==> config.mk <==
export PLATFORM = sky130hd
export DESIGN_NAME = reg_rename_flat
export DESIGN_NICKNAME = d
export VERILOG_FILES = /design/src/rtl/reg_rename_if.sv /design/src/rtl/reg_rename.sv /design/src/flat_wrapper.sv
export SDC_FILE = /design/constraint.sdc
export NUM_CORES = 1
export LEC_CHECK = 0
export BUFFER_PORTS_ARGS = -buffer_cell sky130_fd_sc_hd__buf_4
export CORE_MARGIN = 2
export CORE_UTILIZATION = 45
export DETAILED_ROUTE_END_ITERATION = 10
export SYNTH_ARGS = -nofsm -noshare
export SYNTH_HDL_FRONTEND = slang
export SYNTH_SLANG_ARGS = --single-unit
==> constraint.sdc <==
create_clock -name clk -period 3.3 [get_ports clk]
set_clock_uncertainty 0.15 [all_clocks]
set_input_delay 0.165 -clock clk [delete_from_list [all_inputs] [get_ports clk]]
set_output_delay 0.165 -clock clk [all_outputs]
set_load 0.05 [all_outputs]
==> src/rtl/reg_rename_if.sv <==
// Rename-stage port bundle: decode request, renamed slot, writeback and free.
// The master side is the decode/commit environment, the slave side is reg_rename.
interface reg_rename_if #(
    parameter int AREG_W = 5,
    parameter int PHYS_W = 6
);
    // decode request
    logic              i_valid;
    logic              i_uses_rs;
    logic              i_uses_rt;
    logic              i_uses_rw;
    logic [AREG_W-1:0] i_rs;
    logic [AREG_W-1:0] i_rt;
    logic [AREG_W-1:0] i_rw;
    logic              o_ready;
    // renamed output slot
    logic              o_valid;
    logic              i_ready;
    logic [PHYS_W-1:0] o_rs_phys;
    logic [PHYS_W-1:0] o_rt_phys;
    logic [PHYS_W-1:0] o_rw_phys;
    logic [PHYS_W-1:0] o_old_rw_phys;
    logic              o_rs_busy;
    logic              o_rt_busy;
    // writeback and commit-free
    logic              i_wb_valid;
    logic [PHYS_W-1:0] i_wb_phys;
    logic              i_free_valid;
    logic [PHYS_W-1:0] i_free_phys;

    modport master (
        output i_valid, i_uses_rs, i_uses_rt, i_uses_rw, i_rs, i_rt, i_rw,
        output i_ready, i_wb_valid, i_wb_phys, i_free_valid, i_free_phys,
        input  o_ready, o_valid, o_rs_phys, o_rt_phys, o_rw_phys, o_old_rw_phys,
        input  o_rs_busy, o_rt_busy
    );

    modport slave (
        input  i_valid, i_uses_rs, i_uses_rt, i_uses_rw, i_rs, i_rt, i_rw,
        input  i_ready, i_wb_valid, i_wb_phys, i_free_valid, i_free_phys,
        output o_ready, o_valid, o_rs_phys, o_rt_phys, o_rw_phys, o_old_rw_phys,
        output o_rs_busy, o_rt_busy
    );
endinterface

==> src/rtl/reg_rename.sv <==
// Register rename stage: map table, circular free list of physical tags,
// per-tag busy bits and a single registered output slot.
// The free list holds PHYS_REGS-ARCH_REGS entries; pointers wrap naturally,
// so that difference must be a power of two.
module reg_rename #(
    parameter int ARCH_REGS = 32,
    parameter int PHYS_REGS = 64,
    parameter int PHYS_W    = 6
) (
    input logic          clk,
    input logic          rst_n,
    reg_rename_if.slave  bus
);
    localparam int FREE_N = PHYS_REGS - ARCH_REGS;
    localparam int FPTR_W = $clog2(FREE_N);
    localparam int CNT_W  = FPTR_W + 1;

    // rename state
    logic [PHYS_W-1:0]    map_q [ARCH_REGS];
    logic [PHYS_W-1:0]    map_d [ARCH_REGS];
    logic [PHYS_W-1:0]    fl_q  [FREE_N];
    logic [PHYS_W-1:0]    fl_d  [FREE_N];
    logic [FPTR_W-1:0]    head_q, head_d;
    logic [FPTR_W-1:0]    tail_q, tail_d;
    logic [CNT_W-1:0]     cnt_q, cnt_d;
    logic [PHYS_REGS-1:0] busy_q, busy_d;

    // output slot
    logic              vld_q, vld_d;
    logic [PHYS_W-1:0] rs_q, rs_d;
    logic [PHYS_W-1:0] rt_q, rt_d;
    logic [PHYS_W-1:0] rw_q, rw_d;
    logic [PHYS_W-1:0] old_q, old_d;
    logic              rs_busy_q, rs_busy_d;
    logic              rt_busy_q, rt_busy_d;

    logic              alloc, fl_empty, fl_full, ready, accept, pop, free_req, push;
    logic [PHYS_W-1:0] rs_tag, rt_tag, new_tag, old_tag;
    logic              rs_busy, rt_busy;

    // handshake and source lookup against the pre-rename map
    always_comb begin
        alloc    = bus.i_uses_rw && (bus.i_rw != '0);
        fl_empty = (cnt_q == '0);
        fl_full  = (cnt_q == CNT_W'(FREE_N));
        ready    = (!vld_q || bus.i_ready) && (!alloc || !fl_empty);
        accept   = bus.i_valid && ready;
        pop      = accept && alloc;
        free_req = bus.i_free_valid && (bus.i_free_phys != '0);
        push     = free_req && !fl_full;
        rs_tag   = bus.i_uses_rs ? map_q[bus.i_rs] : '0;
        rt_tag   = bus.i_uses_rt ? map_q[bus.i_rt] : '0;
        new_tag  = fl_q[head_q];
        old_tag  = map_q[bus.i_rw];
        // a writeback landing in the accept cycle bypasses the busy bit
        rs_busy  = (rs_tag != '0) && busy_q[rs_tag] &&
                   !(bus.i_wb_valid && bus.i_wb_phys == rs_tag);
        rt_busy  = (rt_tag != '0) && busy_q[rt_tag] &&
                   !(bus.i_wb_valid && bus.i_wb_phys == rt_tag);
    end

    // map table, free list and busy-bit next state
    always_comb begin
        map_d  = map_q;
        fl_d   = fl_q;
        head_d = head_q;
        tail_d = tail_q;
        cnt_d  = cnt_q;
        busy_d = busy_q;
        if (pop) begin
            head_d          = head_q + 1'b1;
            map_d[bus.i_rw] = new_tag;
        end
        // pop reads fl_q, so an entry pushed this cycle is never handed out
        if (push) begin
            fl_d[tail_q] = bus.i_free_phys;
            tail_d       = tail_q + 1'b1;
        end
        if (push && !pop)      cnt_d = cnt_q + 1'b1;
        else if (pop && !push) cnt_d = cnt_q - 1'b1;
        // clear first so a same-tag allocation wins
        if (bus.i_wb_valid) busy_d[bus.i_wb_phys] = 1'b0;
        if (pop)            busy_d[new_tag]       = 1'b1;
    end

    // output slot: load on accept, drop when consumed, otherwise hold
    always_comb begin
        vld_d     = vld_q;
        rs_d      = rs_q;
        rt_d      = rt_q;
        rw_d      = rw_q;
        old_d     = old_q;
        rs_busy_d = rs_busy_q;
        rt_busy_d = rt_busy_q;
        if (accept) begin
            vld_d     = 1'b1;
            rs_d      = rs_tag;
            rt_d      = rt_tag;
            rw_d      = alloc ? new_tag : '0;
            old_d     = alloc ? old_tag : '0;
            rs_busy_d = rs_busy;
            rt_busy_d = rt_busy;
        end else if (bus.i_ready) begin
            vld_d = 1'b0;
        end
    end

    // state registers; reset restores identity map and full free list
    always_ff @(posedge clk or negedge rst_n) begin
        if (!rst_n) begin
            for (int i = 0; i < ARCH_REGS; i++) map_q[i] <= PHYS_W'(i);
            for (int i = 0; i < FREE_N; i++)    fl_q[i]  <= PHYS_W'(ARCH_REGS + i);
            head_q    <= '0;
            tail_q    <= '0;
            cnt_q     <= CNT_W'(FREE_N);
            busy_q    <= '0;
            vld_q     <= 1'b0;
            rs_q      <= '0;
            rt_q      <= '0;
            rw_q      <= '0;
            old_q     <= '0;
            rs_busy_q <= 1'b0;
            rt_busy_q <= 1'b0;
        end else begin
            map_q     <= map_d;
            fl_q      <= fl_d;
            head_q    <= head_d;
            tail_q    <= tail_d;
            cnt_q     <= cnt_d;
            busy_q    <= busy_d;
            vld_q     <= vld_d;
            rs_q      <= rs_d;
            rt_q      <= rt_d;
            rw_q      <= rw_d;
            old_q     <= old_d;
            rs_busy_q <= rs_busy_d;
            rt_busy_q <= rt_busy_d;
        end
    end

    assign bus.o_ready       = ready;
    assign bus.o_valid       = vld_q;
    assign bus.o_rs_phys     = rs_q;
    assign bus.o_rt_phys     = rt_q;
    assign bus.o_rw_phys     = rw_q;
    assign bus.o_old_rw_phys = old_q;
    assign bus.o_rs_busy     = rs_busy_q;
    assign bus.o_rt_busy     = rt_busy_q;

    // returning a tag to an already full free list is a commit-side bug
    a_no_overfree: assert property (@(posedge clk) disable iff (!rst_n) !(free_req && fl_full));
endmodule

==> src/flat_wrapper.sv <==
// flat-port wrapper written by rule: the top's interface ports become plain ports
module reg_rename_flat 
#(
    parameter int ARCH_REGS = 32,
    parameter int PHYS_REGS = 64,
    parameter int PHYS_W    = 6
)
  (clk, rst_n, bus_i_valid, bus_i_uses_rs, bus_i_uses_rt, bus_i_uses_rw, bus_i_rs, bus_i_rt, bus_i_rw, bus_i_ready, bus_i_wb_valid, bus_i_wb_phys, bus_i_free_valid, bus_i_free_phys, bus_o_ready, bus_o_valid, bus_o_rs_phys, bus_o_rt_phys, bus_o_rw_phys, bus_o_old_rw_phys, bus_o_rs_busy, bus_o_rt_busy);
  reg_rename_if #(.AREG_W(5), .PHYS_W(PHYS_W)) bus_i ();
  input logic clk;
  input logic rst_n;
  input wire logic [$bits(bus_i.i_valid)-1:0] bus_i_valid;
  input wire logic [$bits(bus_i.i_uses_rs)-1:0] bus_i_uses_rs;
  input wire logic [$bits(bus_i.i_uses_rt)-1:0] bus_i_uses_rt;
  input wire logic [$bits(bus_i.i_uses_rw)-1:0] bus_i_uses_rw;
  input wire logic [$bits(bus_i.i_rs)-1:0] bus_i_rs;
  input wire logic [$bits(bus_i.i_rt)-1:0] bus_i_rt;
  input wire logic [$bits(bus_i.i_rw)-1:0] bus_i_rw;
  input wire logic [$bits(bus_i.i_ready)-1:0] bus_i_ready;
  input wire logic [$bits(bus_i.i_wb_valid)-1:0] bus_i_wb_valid;
  input wire logic [$bits(bus_i.i_wb_phys)-1:0] bus_i_wb_phys;
  input wire logic [$bits(bus_i.i_free_valid)-1:0] bus_i_free_valid;
  input wire logic [$bits(bus_i.i_free_phys)-1:0] bus_i_free_phys;
  output wire logic [$bits(bus_i.o_ready)-1:0] bus_o_ready;
  output wire logic [$bits(bus_i.o_valid)-1:0] bus_o_valid;
  output wire logic [$bits(bus_i.o_rs_phys)-1:0] bus_o_rs_phys;
  output wire logic [$bits(bus_i.o_rt_phys)-1:0] bus_o_rt_phys;
  output wire logic [$bits(bus_i.o_rw_phys)-1:0] bus_o_rw_phys;
  output wire logic [$bits(bus_i.o_old_rw_phys)-1:0] bus_o_old_rw_phys;
  output wire logic [$bits(bus_i.o_rs_busy)-1:0] bus_o_rs_busy;
  output wire logic [$bits(bus_i.o_rt_busy)-1:0] bus_o_rt_busy;
  assign bus_i.i_valid = bus_i_valid;
  assign bus_i.i_uses_rs = bus_i_uses_rs;
  assign bus_i.i_uses_rt = bus_i_uses_rt;
  assign bus_i.i_uses_rw = bus_i_uses_rw;
  assign bus_i.i_rs = bus_i_rs;
  assign bus_i.i_rt = bus_i_rt;
  assign bus_i.i_rw = bus_i_rw;
  assign bus_i.i_ready = bus_i_ready;
  assign bus_i.i_wb_valid = bus_i_wb_valid;
  assign bus_i.i_wb_phys = bus_i_wb_phys;
  assign bus_i.i_free_valid = bus_i_free_valid;
  assign bus_i.i_free_phys = bus_i_free_phys;
  assign bus_o_ready = bus_i.o_ready;
  assign bus_o_valid = bus_i.o_valid;
  assign bus_o_rs_phys = bus_i.o_rs_phys;
  assign bus_o_rt_phys = bus_i.o_rt_phys;
  assign bus_o_rw_phys = bus_i.o_rw_phys;
  assign bus_o_old_rw_phys = bus_i.o_old_rw_phys;
  assign bus_o_rs_busy = bus_i.o_rs_busy;
  assign bus_o_rt_busy = bus_i.o_rt_busy;
  reg_rename #(.ARCH_REGS(ARCH_REGS), .PHYS_REGS(PHYS_REGS), .PHYS_W(PHYS_W)) u_core (.clk(clk), .rst_n(rst_n), .bus(bus_i));
endmodule
======== Word-level counts from Yosys, hierarchy flattened ========
Index checks and enable logic that the tools add are counted.
storage, ports and cells
  bits in registers ....................... 491
  input port bits ......................... 36
  output and inout bits ................... 28
  logic and storage cells ................. 174
cells by class
  add/sub/neg operators ................... 4
  magnitude comparators ................... 13
  equal/unequal tests ..................... 3
  mux-type cells .......................... 36
  bitwise gates (word level) .............. 8
  reduce and logical (&&, ||, !) cells .... 35
operator list
  operator                                                            number
  bitwise mux 192 bit                                                 2
  2-to-1 mux 64 bit                                                   2
  binary-select mux 6 bit (select 5 bit)                              4
  2-to-1 mux 6 bit                                                    16
  AND 64 bit                                                          1
  inverter 64 bit                                                     1
  bitwise OR 64 bit                                                   1
  demux 6 bit (select 5 bit)                                          2
  greater-or-equal comparator 6 bit (second input constant)           5
  inverter 5 -> 6 bit                                                 5
  < comparator 6 x 7 -> 1 bit (second input constant)                 4
  logical AND 1 bit                                                   18
  nonzero test 6 bit                                                  3
  binary-select mux 1 bit (select 6 bit)                              2
  demux 1 bit (select 6 bit)                                          2
  equality test 6 bit                                                 2
  greater-or-equal comparator 6 x 1 -> 1 bit (second input constant)  2
  < comparator 6 x 1 -> 1 bit (second input constant)                 2
  adder 5 x 1 -> 5 bit (second input constant)                        2
  zero test 1 bit                                                     8
  adder 6 x 1 -> 6 bit (second input constant)                        1
  equality test 6 bit (second input constant)                         1
  zero test 6 bit                                                     1
  2-to-1 mux 1 bit                                                    6
  other kinds (4)                                                     6

======== Depth between registers and ports, before layout ========
  depth after elaboration ................. 10
  mapped depth ............................ 17
  mapped depth without buffers ............ 16

======== Least setup slack after synthesis ========
No wires, ideal clock.
  path kind ............................... reg2reg
  from .................................... reg u_core.cnt_q[0]
  to ...................................... reg u_core.cnt_q[5]
  setup time .............................. 0.083 ns
  arrival time ............................ 3.676 ns
  required time ........................... 3.067 ns
  slack ................................... -0.609 ns
  stages on the path, launching flop included .. 17
  path buffers ............................ 1
  period minus slack after synthesis ...... 3.909 ns
  cells stage by stage .................... dfrtp_1 -> or4_1 -> o41a_1 -> nand2_1 -> nor2_1 -> inv_1 -> clkbuf_1 -> ha_1 -> inv_1 -> ha_1 -> a21o_1 -> a21oi_1 -> o21bai_1 -> a21oi_1 -> xnor2_1 -> nor2_1 -> xor2_1
on the way
  longest elaborated chain between the ends .. 9
  elaborated cells on any way between the ends .. 18
  classes of those cells .................. add/sub (2); eq/ne (1); mux (2); reduce/logical (13)
RTL lines
  item                                                    RTL line            RTL
  start: declaration                                      reg_rename.sv:25    logic [CNT_W-1:0] cnt_q, cnt_d;
  start signal: assignment                                reg_rename.sv:115   cnt_q <= CNT_W'(FREE_N);
  start signal: assignment                                reg_rename.sv:129   cnt_q <= cnt_d;
  zero test 6 bit *                                       reg_rename.sv:44    fl_empty = (cnt_q == '0);
  zero test 1 bit *                                       reg_rename.sv:46    ready = (!vld_q || bus.i_ready) && (!alloc || !fl_empty);
  logical OR 1 bit *                                      reg_rename.sv:46
  logical AND 1 bit *                                     reg_rename.sv:46
  named net bus_o_ready                                   flat_wrapper.sv:24  output wire logic [$bits(bus_i.o_ready)-1:0] bus_o_ready;
  logical AND 1 bit *                                     reg_rename.sv:47    accept = bus.i_valid && ready;
  logical AND 1 bit *                                     reg_rename.sv:48    pop = accept && alloc;
  zero test 1 bit                                         reg_rename.sv:79    if (push && !pop) cnt_d = cnt_q + 1'b1;
  logical AND 1 bit                                       reg_rename.sv:79
  2-to-1 mux 6 bit or nonzero test 2 bit (tied branches)  --
The timed path passes the listed nets; every way through them passes the cells marked *. The select of a mux whose other input is x is not followed.
A chain may end at the register's enable or synchronous reset.

======== Worst setup path after layout ========
  from .................................... reg u_core.map_q[0] in the netlist's numbering
  to ...................................... reg u_core.rt_busy_q, in the netlist u_core.bus.o_rt_busy
on the way
  longest elaborated chain between the ends .. 8
  elaborated cells on any way between the ends .. 12
  classes of those cells .................. eq/ne (1); mux (6); reduce/logical (5)
RTL lines
  item                                                                           RTL line                            RTL
  start: declaration                                                             reg_rename.sv:19                    logic [PHYS_W-1:0] map_q [ARCH_REGS];
  start signal: assignment                                                       reg_rename.sv:125                   map_q <= map_d;
  binary-select mux 6 bit (select 5 bit) *                                       reg_rename.sv:52                    rt_tag = bus.i_uses_rt ? map_q[bus.i_rt] : '0;
  2-to-1 mux 6 bit (implied by the code) * (2 in series)                         reg_rename.sv:52
  2-to-1 mux 6 bit *                                                             reg_rename.sv:52
  binary-select mux 1 bit (select 6 bit) or equality test 6 bit (tied branches)  reg_rename.sv:58, reg_rename.sv:59
  2-to-1 mux 1 bit (implied by the code) or logical AND 1 bit (tied branches)    reg_rename.sv:58, reg_rename.sv:59
  logical AND 1 bit or zero test 1 bit (tied branches)                           reg_rename.sv:58, reg_rename.sv:59
  logical AND 1 bit *                                                            reg_rename.sv:58                    rt_busy = (rt_tag != '0) && busy_q[rt_tag] &&
  end signal: assignment                                                         reg_rename.sv:137                   rt_busy_q <= rt_busy_d;
  end: declaration                                                               reg_rename.sv:35                    logic rt_busy_q, rt_busy_d;
Mark *: on every way between the ends. The rest lies on a longest branch, timed or not. The select of a mux whose other input is x is not followed.

==> impl_results.md <==
- Result of the run: finished, final reports clean
- Via Count: 19.6k
- Via-per-instance ratio: 6.15
- Cell at the root of the clock tree: sky130_fd_sc_hd__clkbuf_16
- Row count: 89
- Core Region: 0.0588 sq mm
- Fraction of power spent switching nets: 0.371
- Number of buffers added on ports: 63
- Delay of the slowest cell on the worst path: 0.57 ns
- Main combinational cell family by area after synthesis: multiplexers
- Count of antenna-violating nets left after detailed routing: 0
- Most frequent cells in the layout: 296 x sky130_fd_sc_hd__dfrtp_1, 261 x sky130_fd_sc_hd__o21ai_0, 249 x sky130_fd_sc_hd__nand2_1
- Net count after synthesis: 2,272
- Fin. max-slew vios: 0
- Data required, critical path: 3.66 ns
- EDFF count, synth: 0
- Simple-gate share of the synthesized area: 0.0906
- Slowest cell on the critical path: sky130_fd_sc_hd__dfstp_2
- Placer Congestion: 0.969
- Total overflow reported by the global router: 0
- Overall fraction of global-route tracks in use: 0.280
- Gate Count Post-Synth: 2,225
- Critical path's top delay family: compound AO/OA/AOI/OAI gates
- HPWL reported at the end of detailed placement: 59,000 microns
- Timing startpoint of the critical path: u_core.map_q[0]
- Synth async-reset ratio: 1.00
- Complex-gate fraction of the synthesized area: 0.101
- Number of levels the H-tree was split into: 2
- Antenna fix cells: 0
- Synthesized area per cell: 12.0 sq um
- Type of the worst setup path: flop to flop
- Adder-cell share of the synthesized area: 0.00544
- First-pass iteration count of the detailed router: 5
- Power per standard cell area: 860 mW/mm^2
- Bufs and invs on worst path: 0
- Maximum number of pins on one net before global-route repair: 79
- Clock transition time at the flip-flop clock pins of the worst setup and hold paths: 0.06 ns
- Fmax achieved: 0.306 GHz
- Setup WS pre-CTS: -0.256 ns
- Proportion of power drawn by combinational gates: 0.381
- Worst-case clock buffer depth: 3
- Sequential fraction of the synthesis area: 0.470
- Sequential share of power: 0.381
- Number of nets at the end of the flow: 2,424
- YS warnings: 0
- Netlist area before placement: 0.0267 sq mm
- Start of the worst register-to-register path: u_core.map_q[0]
- Arrival time at the worst endpoint: 3.64 ns
- Final count of negative-setup-slack endpoints: 0
- Slew at the pin closest to its max-slew limit: 0.868 ns
- Distinct cells, synth: 83
- Clock insertion delay at the later pin of the skew report: 0.64 ns
- Normalized max-slew margin: 0.421
- Mux cell area share after synthesis: 0.290
- DIE WIDTH: 247 microns
- Routed wire length: 84,100 microns
- Number of non-filler instances in the completed layout: 3,196
- Cell-internal power: 17,000 uW
- Switching power summed over all nets: 10,000 uW
- Initial antenna violation count: 1
- Relative contribution of the clock network to total power: 0.238
- CP Cell Sequence: mux2i_1, and3_1, o41ai_2, and3_4, nand2_4, mux2_4, a311o_1, a211o_1, o31a_1, a32o_1
- Time the worst path needs with I/O delays and setup: 3.27 ns
- Clock buffer count from CTS: 54
- Final routed wire length divided by cell count: 26.3 microns
- Final worst path period share: 0.992
- Global-route wire length before repair: 128,000 microns
- Cell count after placement: 3,066
- Die height: 247 microns
- Smallest setup slack after layout: 0.0268 ns
- Worst-path fanout max: 4
- Die Footprint: 0.0613 sq mm
- Share of post-route cells with drive strength above 1: 0.412
- Fraction of synthesized cell area in xor and xnor cells: 0.00821
- Most common cell after layout, fill and taps aside: sky130_fd_sc_hd__dfrtp_1
- Maximum vdd drop: 0.589 mV
- Number of primary I/O pins: 64
- Unrepaired setup endpoints after global routing: yes
- Worst hold-check path type: input port to async pin
- CP endpoint kind: flop
- Detailed-route DRC error count: 0
- Static Leak: 0.0132 uW
- Area growth from synthesis to final layout: 17.7%
- Kind of start point of the critical path: flop
- Final hold violation count: 0
- Number of DRC markers in iteration 0: 1,878
- Effective utilization at floorplan: 0.454
- CTS sink cnt: 491
- Clock tree from TritonCTS: yes
- Via count of the first global-routing pass: 20.0k
- Most common flop cell mapped by yosys: sky130_fd_sc_hd__dfrtp_1
- Synth Register Bits: 491
- Number of max-capacitance violations reported: 0
## cell type report
class | instances | area, sq um
clock buffers | 75 | 1550
clock inverters | 27 | 365
fillers | 5065 | 27400
inverters | 12 | 47.5
multi-input cells | 1534 | 13400
flip-flops and latches | 491 | 12500
well taps | 773 | 967
repair buffers | 284 | 2490
## worst paths after layout
check	slack, ns	end	cells after the start
max	0.03	u_core.bus.o_rt_busy	10
min	0.01	u_core.map_q[65]	2
max reg2reg	0.03	u_core.bus.o_rt_busy	10
min reg2reg	0.28	u_core.map_q[188]	0
max in group asynchronous	2.06	u_core.fl_q[5]	3
min in group clk	0.03	u_core.fl_q[111]	3
## synth_stat cells, drive strengths merged (4+ instances only)
| library cell | n | area, sq um |
|---|---|---|
| dfrtp | 298 | 7460 |
| o21ai | 274 | 1380 |
| nand2 | 253 | 957 |
| mux2 | 213 | 2400 |
| dfstp | 193 | 5070 |
| mux4 | 193 | 4400 |
| clkbuf | 124 | 467 |
| nor2 | 116 | 435 |
| mux2i | 93 | 931 |
| a21oi | 92 | 460 |
| buf | 64 | 440 |
| nand3 | 32 | 160 |
| a22oi | 31 | 233 |
| xnor2 | 20 | 175 |
| nor2b | 17 | 106 |
| nand4 | 15 | 93.8 |
| nor3 | 14 | 70.1 |
| inv | 12 | 45.0 |
| nand2b | 12 | 75.1 |
| and3 | 11 | 68.8 |
| and2 | 10 | 62.6 |
| ha | 10 | 125 |
| nand3b | 10 | 75.1 |
| nor3b | 8 | 60.1 |
| a221oi | 7 | 80.1 |
| a22o | 7 | 61.3 |
| or3b | 6 | 52.6 |
| a211oi | 5 | 37.5 |
| and3b | 5 | 43.8 |
| nor4 | 5 | 31.3 |
| o22ai | 5 | 31.3 |
| o31ai | 5 | 37.5 |
| or2 | 5 | 31.3 |
| or3 | 5 | 31.3 |
| xor2 | 5 | 43.8 |
| a31oi | 4 | 31.3 |
## kinds of logic (layout without fill, tap and decap cells)
group           after synthesis  after routing
xor+xnor                     25             25
fa+ha+maj                    11             11
flops                       491            491
buf+inv                     200            398
compound gates              467            467
mux                         499            499
simple gates                532            532
## worst reg2reg max path: stages, from the launching register on
cell and delay [ns]:
sky130_fd_sc_hd__dfstp_2 0.57, sky130_fd_sc_hd__mux2i_1 0.08, sky130_fd_sc_hd__and3_1 0.19, sky130_fd_sc_hd__o41ai_2 0.39, sky130_fd_sc_hd__and3_4 0.30, sky130_fd_sc_hd__nand2_4 0.07, sky130_fd_sc_hd__mux2_4 0.31, sky130_fd_sc_hd__a311o_1 0.37
sky130_fd_sc_hd__a211o_1 0.28, sky130_fd_sc_hd__o31a_1 0.25, sky130_fd_sc_hd__a32o_1 0.21
## per-layer routing
metal  global-route usage  up-vias  share of wire
met5                    0        -        0.00014
met2                0.448      775           0.47
li1                     -     8580              -
met4               0.0877        2          0.034
met1                0.386    10130           0.42
met3               0.0540      157          0.073
## state kept, by name (all words and copies together), names as in the netlist, 5 cells and up
| signal | cells |
|---|---|
| u_core.bus.o_rs_phys | 6 |
| u_core.bus.o_rt_phys | 6 |
| u_core.cnt_q | 6 |
| u_core.head_q | 5 |
| u_core.map_q | 192 |
| u_core.bus.o_old_rw_phys | 6 |
| u_core.busy_q | 64 |
| u_core.fl_q | 192 |
| u_core.bus.o_rw_phys | 6 |
| u_core.tail_q | 5 |
## power by group through the flow
stage               Combinational [uW]  Clock [uW]  Sequential (uW)
floorplan                         6420           0             9800
global placement                  9890           0            10200
detailed placement               10100           0            10300
CTS                              10100        6550            10200
global route                     11000        6800            10500
finish                           10300        6430            10300
## repair_timing
item                                   4_1_cts  5_1_grt
hold buffers                                20        0
gates cloned                                 0        1
gates resized for setup                      1       24
endpoints found under the hold margin      374        0
setup endpoints to repair                    1       10
buffers inserted                             0        7
pin swaps                                    0       12
## per-stage QoR
stage / instance area (sq um) / hold WS (ns) / power (uW) / TNS [ns] / utilization
detailed placement: 29100 / 0.0682 / 20400 / -6.37 / 0.495
finish: 31400 / 0.00981 / 27000 / 0 / 0.534
CTS: 31200 / 0.000563 / 26900 / 0 / 0.531
global placement: 29100 / 0.0599 / 20100 / -6.15 / 0.495
global route: 31400 / 0.0329 / 28300 / -0.0723 / 0.534
floorplan: 26800 / -0.281 / 16200 / -0.0695 / -
(Power assumes the default switching activity.)
